`src/rtl/ssd_scan_decoder.sv`:
```
// Decodes a scan-multiplexed, active-low 4-digit 7-segment bus into hex nibbles with debounce, frame and stale detection.
// Latency: 2+STABLE_CYCLES clocks from a pin change to the captured outputs; no backpressure. Macro SSD_DEC_DP_EN adds dp capture.
module ssd_scan_decoder #(
    parameter int STABLE_CYCLES  = 16,
    parameter int TIMEOUT_CYCLES = 1000000
) (
    input  logic        clk,
    input  logic        rst_n,
    input  logic [7:0]  seg_in,
    input  logic [3:0]  dig_in,
    output logic [15:0] digits,
    output logic [3:0]  known,
    output logic [3:0]  blank,
    output logic [3:0]  dp_out,
    output logic        frame_stb,
    output logic        decode_err,
    output logic        stale
);

`ifdef SSD_DEC_DP_EN
    localparam int SW = 8;
`else
    localparam int SW = 7;
`endif
    localparam int CB = SW - 7;

    typedef enum logic [1:0] {IDLE, SETTLE, HELD} state_t;

    logic [SW-1:0] seg_s1, seg_s2, seg_prev;
    logic [3:0]    dig_s1, dig_s2, dig_prev;
    logic [7:0]    scnt;
    logic [23:0]   tcnt;
    logic [3:0]    mask;
    state_t        state;

    logic          changed, capture, multi_hot, is_blank;
    logic [4:0]    dec;
    logic [1:0]    idx;
    logic [3:0]    sel;

    function automatic logic [4:0] hex_decode(input logic [6:0] code);
        case (code)
            7'h01:   return {1'b1, 4'h0};
            7'h4F:   return {1'b1, 4'h1};
            7'h12:   return {1'b1, 4'h2};
            7'h06:   return {1'b1, 4'h3};
            7'h4C:   return {1'b1, 4'h4};
            7'h24:   return {1'b1, 4'h5};
            7'h20:   return {1'b1, 4'h6};
            7'h0F:   return {1'b1, 4'h7};
            7'h00:   return {1'b1, 4'h8};
            7'h04:   return {1'b1, 4'h9};
            7'h08:   return {1'b1, 4'hA};
            7'h60:   return {1'b1, 4'hB};
            7'h31:   return {1'b1, 4'hC};
            7'h42:   return {1'b1, 4'hD};
            7'h30:   return {1'b1, 4'hE};
            7'h38:   return {1'b1, 4'hF};
            default: return 5'h00;
        endcase
    endfunction

    // The counter counts repeats after the first sample of a run, so the
    // STABLE_CYCLES-th identical sample is seen when it leaves STABLE_CYCLES-2.
    always_comb begin
        changed   = (seg_s2 != seg_prev) || (dig_s2 != dig_prev);
        capture   = (state == SETTLE) && !changed && (scnt == 8'(STABLE_CYCLES - 2));
        multi_hot = ($countones(~dig_s2) > 1);
        dec       = hex_decode(seg_s2[SW-1:CB]);
        is_blank  = (seg_s2[SW-1:CB] == 7'h7F);
        idx       = 2'd0;
        for (int i = 0; i < 4; i++) begin
            if (!dig_s2[i]) idx = 2'(i);
        end
        sel = 4'b0001 << idx;
    end

`ifdef SSD_DEC_DP_EN
    logic [3:0] dp_q;
    assign dp_out = dp_q;
`else
    logic unused_dp;
    assign unused_dp = seg_in[0];
    assign dp_out    = 4'h0;
`endif

    always_ff @(posedge clk or negedge rst_n) begin
        if (!rst_n) begin
            seg_s1     <= '1;
            seg_s2     <= '1;
            seg_prev   <= '1;
            dig_s1     <= '1;
            dig_s2     <= '1;
            dig_prev   <= '1;
            scnt       <= '0;
            tcnt       <= '0;
            mask       <= '0;
            state      <= IDLE;
            digits     <= '0;
            known      <= '0;
            blank      <= '0;
            frame_stb  <= 1'b0;
            decode_err <= 1'b0;
            stale      <= 1'b0;
`ifdef SSD_DEC_DP_EN
            dp_q       <= '0;
`endif
        end else begin
            seg_s1   <= seg_in[7 -: SW];
            seg_s2   <= seg_s1;
            dig_s1   <= dig_in;
            dig_s2   <= dig_s1;
            seg_prev <= seg_s2;
            dig_prev <= dig_s2;

            if (changed)                           scnt <= '0;
            else if (scnt != 8'(STABLE_CYCLES))    scnt <= scnt + 8'd1;

            if (dig_s2 == 4'hF)  state <= IDLE;
            else if (changed)    state <= SETTLE;
            else if (capture)    state <= HELD;

            frame_stb  <= 1'b0;
            decode_err <= 1'b0;

            if (capture) begin
                tcnt  <= '0;
                stale <= 1'b0;
                if (multi_hot) begin
                    decode_err <= 1'b1;
                end else begin
                    if (dec[4]) digits[{idx, 2'b00} +: 4] <= dec[3:0];
                    known[idx] <= dec[4];
                    blank[idx] <= is_blank;
                    decode_err <= !dec[4] && !is_blank;
`ifdef SSD_DEC_DP_EN
                    dp_q[idx]  <= ~seg_s2[0];
`endif
                    if ((mask | sel) == 4'hF) begin
                        frame_stb <= 1'b1;
                        mask      <= '0;
                    end else begin
                        mask <= mask | sel;
                    end
                end
            end else begin
                if (tcnt != 24'(TIMEOUT_CYCLES)) tcnt <= tcnt + 24'd1;
                stale <= (tcnt >= 24'(TIMEOUT_CYCLES - 1));
            end
        end
    end

endmodule

```
`config.mk`:
```
export PLATFORM = sky130hd
export DESIGN_NAME = ssd_scan_decoder
export DESIGN_NICKNAME = d
export VERILOG_FILES = /design/src/rtl/ssd_scan_decoder.sv
export SDC_FILE = /design/constraint.sdc
export NUM_CORES = 1
export LEC_CHECK = 0
export ABC_AREA = 1
export BUFFER_PORTS_ARGS = -buffer_cell sky130_fd_sc_hd__buf_2
export CORE_MARGIN = 2
export CORE_UTILIZATION = 30
export CTS_CLUSTER_SIZE = 24
export DETAILED_ROUTE_END_ITERATION = 7
export GPL_TIMING_DRIVEN = 1
export PLACE_DENSITY_LB_ADDON = 0.1
export SLEW_MARGIN = 20
export SYNTH_ARGS = -nofsm -noshare
export SYNTH_HDL_FRONTEND = slang
export SYNTH_SLANG_ARGS = --single-unit
export TNS_END_PERCENT = 10
```
`constraint.sdc`:
```
create_clock -name clk -period 2.83 [get_ports clk]
set_clock_uncertainty 0.05 [all_clocks]
set_input_delay 0.7075 -clock clk [delete_from_list [all_inputs] [get_ports clk]]
set_output_delay 0.7075 -clock clk [all_outputs]
set_load 0.02 [all_outputs]
```
==> run metrics <==
DRC viols 0; Sequential Power Share 53.4%; Starting DRT DRC Count 211; clock power share 42.4%; Avg WL per Cell 12.4 um; Startpoint Class flip-flop; top cell type's share of synthesized area 35.4%; Synth Warn # 0; die extent in x 128 um; post-CTS setup buffers 0; minimum clock period 2.33 ns; Nets 621; Post-CTS Resized 0; FP Rows 45; clock latency at the later pin of the worst-skew pair 0.35 ns; Tot Pwr 2.75 mW; Die H 128 um; GRT overflow 0; drt pass-1 iters 4; Hold Vio Cnt, Final 0; leakage 2.74 nW; CTS tree done; initial core utilization 30.5%; clk buf depth 2; initial antenna violation count 0; core area 0.0151 mm^2; total negative slack 0 ns; clock root buffer master clkbuf_16; Setup Crit Path Kind reg2reg; fraction of layout cells with a size suffix above 1 17.0%; RSZ-0062 raised after global routing false; Reg clk slew, reported paths 0.07 ns; Clock Sinks 98; Slew @ Worst Pin 0.533 ns; Logic pwr share 4.2%; status completed; DR vias/cell 4.43; total net switching power 0.648 mW; worst hold margin 0.270 ns; Req. time, crit path 3.07 ns; H-Tree Depth 3; io pins 45; commonest non-fill, non-tap cells in the layout nand2_1, inv_1, dfrtp_1; TritonCTS Buffers 9; Storage cell area 0.00249 mm^2; Multi-input gate area 0.00175 mm^2; largest net degree at the start of global routing 47; vias in the first global route 3,533; Final Max Slew Viols 0; DP Wirelength 7270 um; gp weighted congestion 0.781; area grow syn2layout 15.4%; Slew headroom 64.2%; post-synth top area cell dfrtp_1; Synth Flop Type dfrtp_1; first-pass GRT wire length 17,100 um; GRT Resource Usage Total 13.4%; Pwr Density 517 mW/mm^2; Critical Path Sink Type flip-flop; ant diodes 0; f_max 429 MHz; Worst Hold Class in2async; max cap viols 0; register bit total from synthesis 98; Synth area leaders dfrtp_1, dfstp_2, nand2_1; cell area after synthesis 0.00460 mm^2; Int Pwr 2.10 mW; ANT nets after route 0; Setup violations, final 0; Critical Path AT 2.57 ns; CP Max Fanout 7; Mapped Cells 552; Filler cells 1,592; IO buf count 39; register area share after synthesis 54.2%; Max IR drop VDD 279 uV; Via Count 3,514; Hold Buf Count CTS 0; total wire length 9840 um; number of synthesized flops with an enable pin 0; die area 0.0163 mm^2; commonest non-fill, non-tap cell in the layout nand2_1; synth unique cells 35; switch share 23.6%; fin crit share 82.4%; syn avg cell area 8.33 um^2; asr flop ratio synth 100%
flip-flops by register name (all words and copies together), names as in the netlist, 7 cells and up:
register	flops
tcnt	24
digits	16
scnt	8
seg_prev	7
seg_s1	7
seg_s2	7
Yosys cell counts, types with 5 or more instances:
cell type    n
nand2_1    149
inv_1       82
dfrtp_1     65
nor2_1      62
nand3_1     35
dfstp_2     33
a21oi_1     19
nor3_1      19
o21ai_0     17
nand4_1     11
ha_1         6
nand3_2      6
xnor2_1      6
xor2_1       6
buf_4        5
final timing paths:
kind	from	endpoint	slack [ns]	cells past startpoint
min in group clk	seg_s1[2]	seg_s2[2]	0.31	0
max in group asynchronous	rst_n	seg_s2[4]	1.78	2
worst min register to register	seg_s1[2]	seg_s2[2]	0.31	0
worst min-delay path	rst_n	scnt[3]	0.27	1
worst max register to register	dig_s2[3]	digits[2]	0.50	7
worst max-delay path	dig_s2[3]	digits[2]	0.50	7
worst max-delay path: stages (launching register included):
cell,delay [ns]
dfstp_2,0.62
inv_1,0.12
fa_1,0.44
a21oi_1,0.24
nand4_1,0.28
nor2_1,0.32
nand3_1,0.12
nand2_1,0.09
final cells by class:
| cell class | instances | share of cell area (%) |
|---|---|---|
| Clock inverter | 6 | 0.755 |
| Tap cell | 188 | 4.43 |
| Multi-Input combinational cell | 365 | 33.0 |
| Clock buffer | 10 | 4.50 |
| Inverter | 84 | 5.94 |
| Sequential cell | 98 | 47.0 |
| Timing Repair Buffer | 42 | 4.39 |
stage by stage:
stage,cell area [um^2],std cells,util (%),worst slack [ns]
finish,5310,793,35.2,0.499
global route,5310,793,35.2,0.308
CTS,5310,793,35.2,0.480
detailed placement,5030,777,33.3,0.494
global placement,5030,777,33.3,0.526
floorplan,4610,555,-,0.834
logic make-up (layout without fill, tap and decap cells):
group	Yosys count	in the layout	share of synthesized area (%)
buf+inv	92	142	7.97
fa+ha+maj	7	7	2.07
compound gates	49	49	5.79
simple gates	293	293	27.6
flops	98	98	54.2
other cells	1	4	0.0815
xor+xnor	12	12	2.29
routing by layer:
layer	part of all wire [%]	wire length (um)	vias up	track usage, %
met5	0	0	-	0
met4	2.0	199	0	5.43
met3	3.3	321	12	3.51
met2	46	4490	50	21.9
met1	49	4820	1628	16.8
li1	-	-	1824	-
power groups by stage:
| stage | logic [mW] | clock network [mW] | registers [mW] |
|---|---|---|---|
| 2_1_floorplan | 0.0681 | 0 | 1.48 |
| 3_3_place_gp | 0.118 | 0 | 1.49 |
| 3_5_place_dp | 0.118 | 0 | 1.49 |
| 4_1_cts | 0.119 | 1.21 | 1.47 |
| 5_1_grt | 0.135 | 1.27 | 1.47 |
| 6_report | 0.115 | 1.17 | 1.47 |
Note: power is estimated with default switching activity, not from simulation.
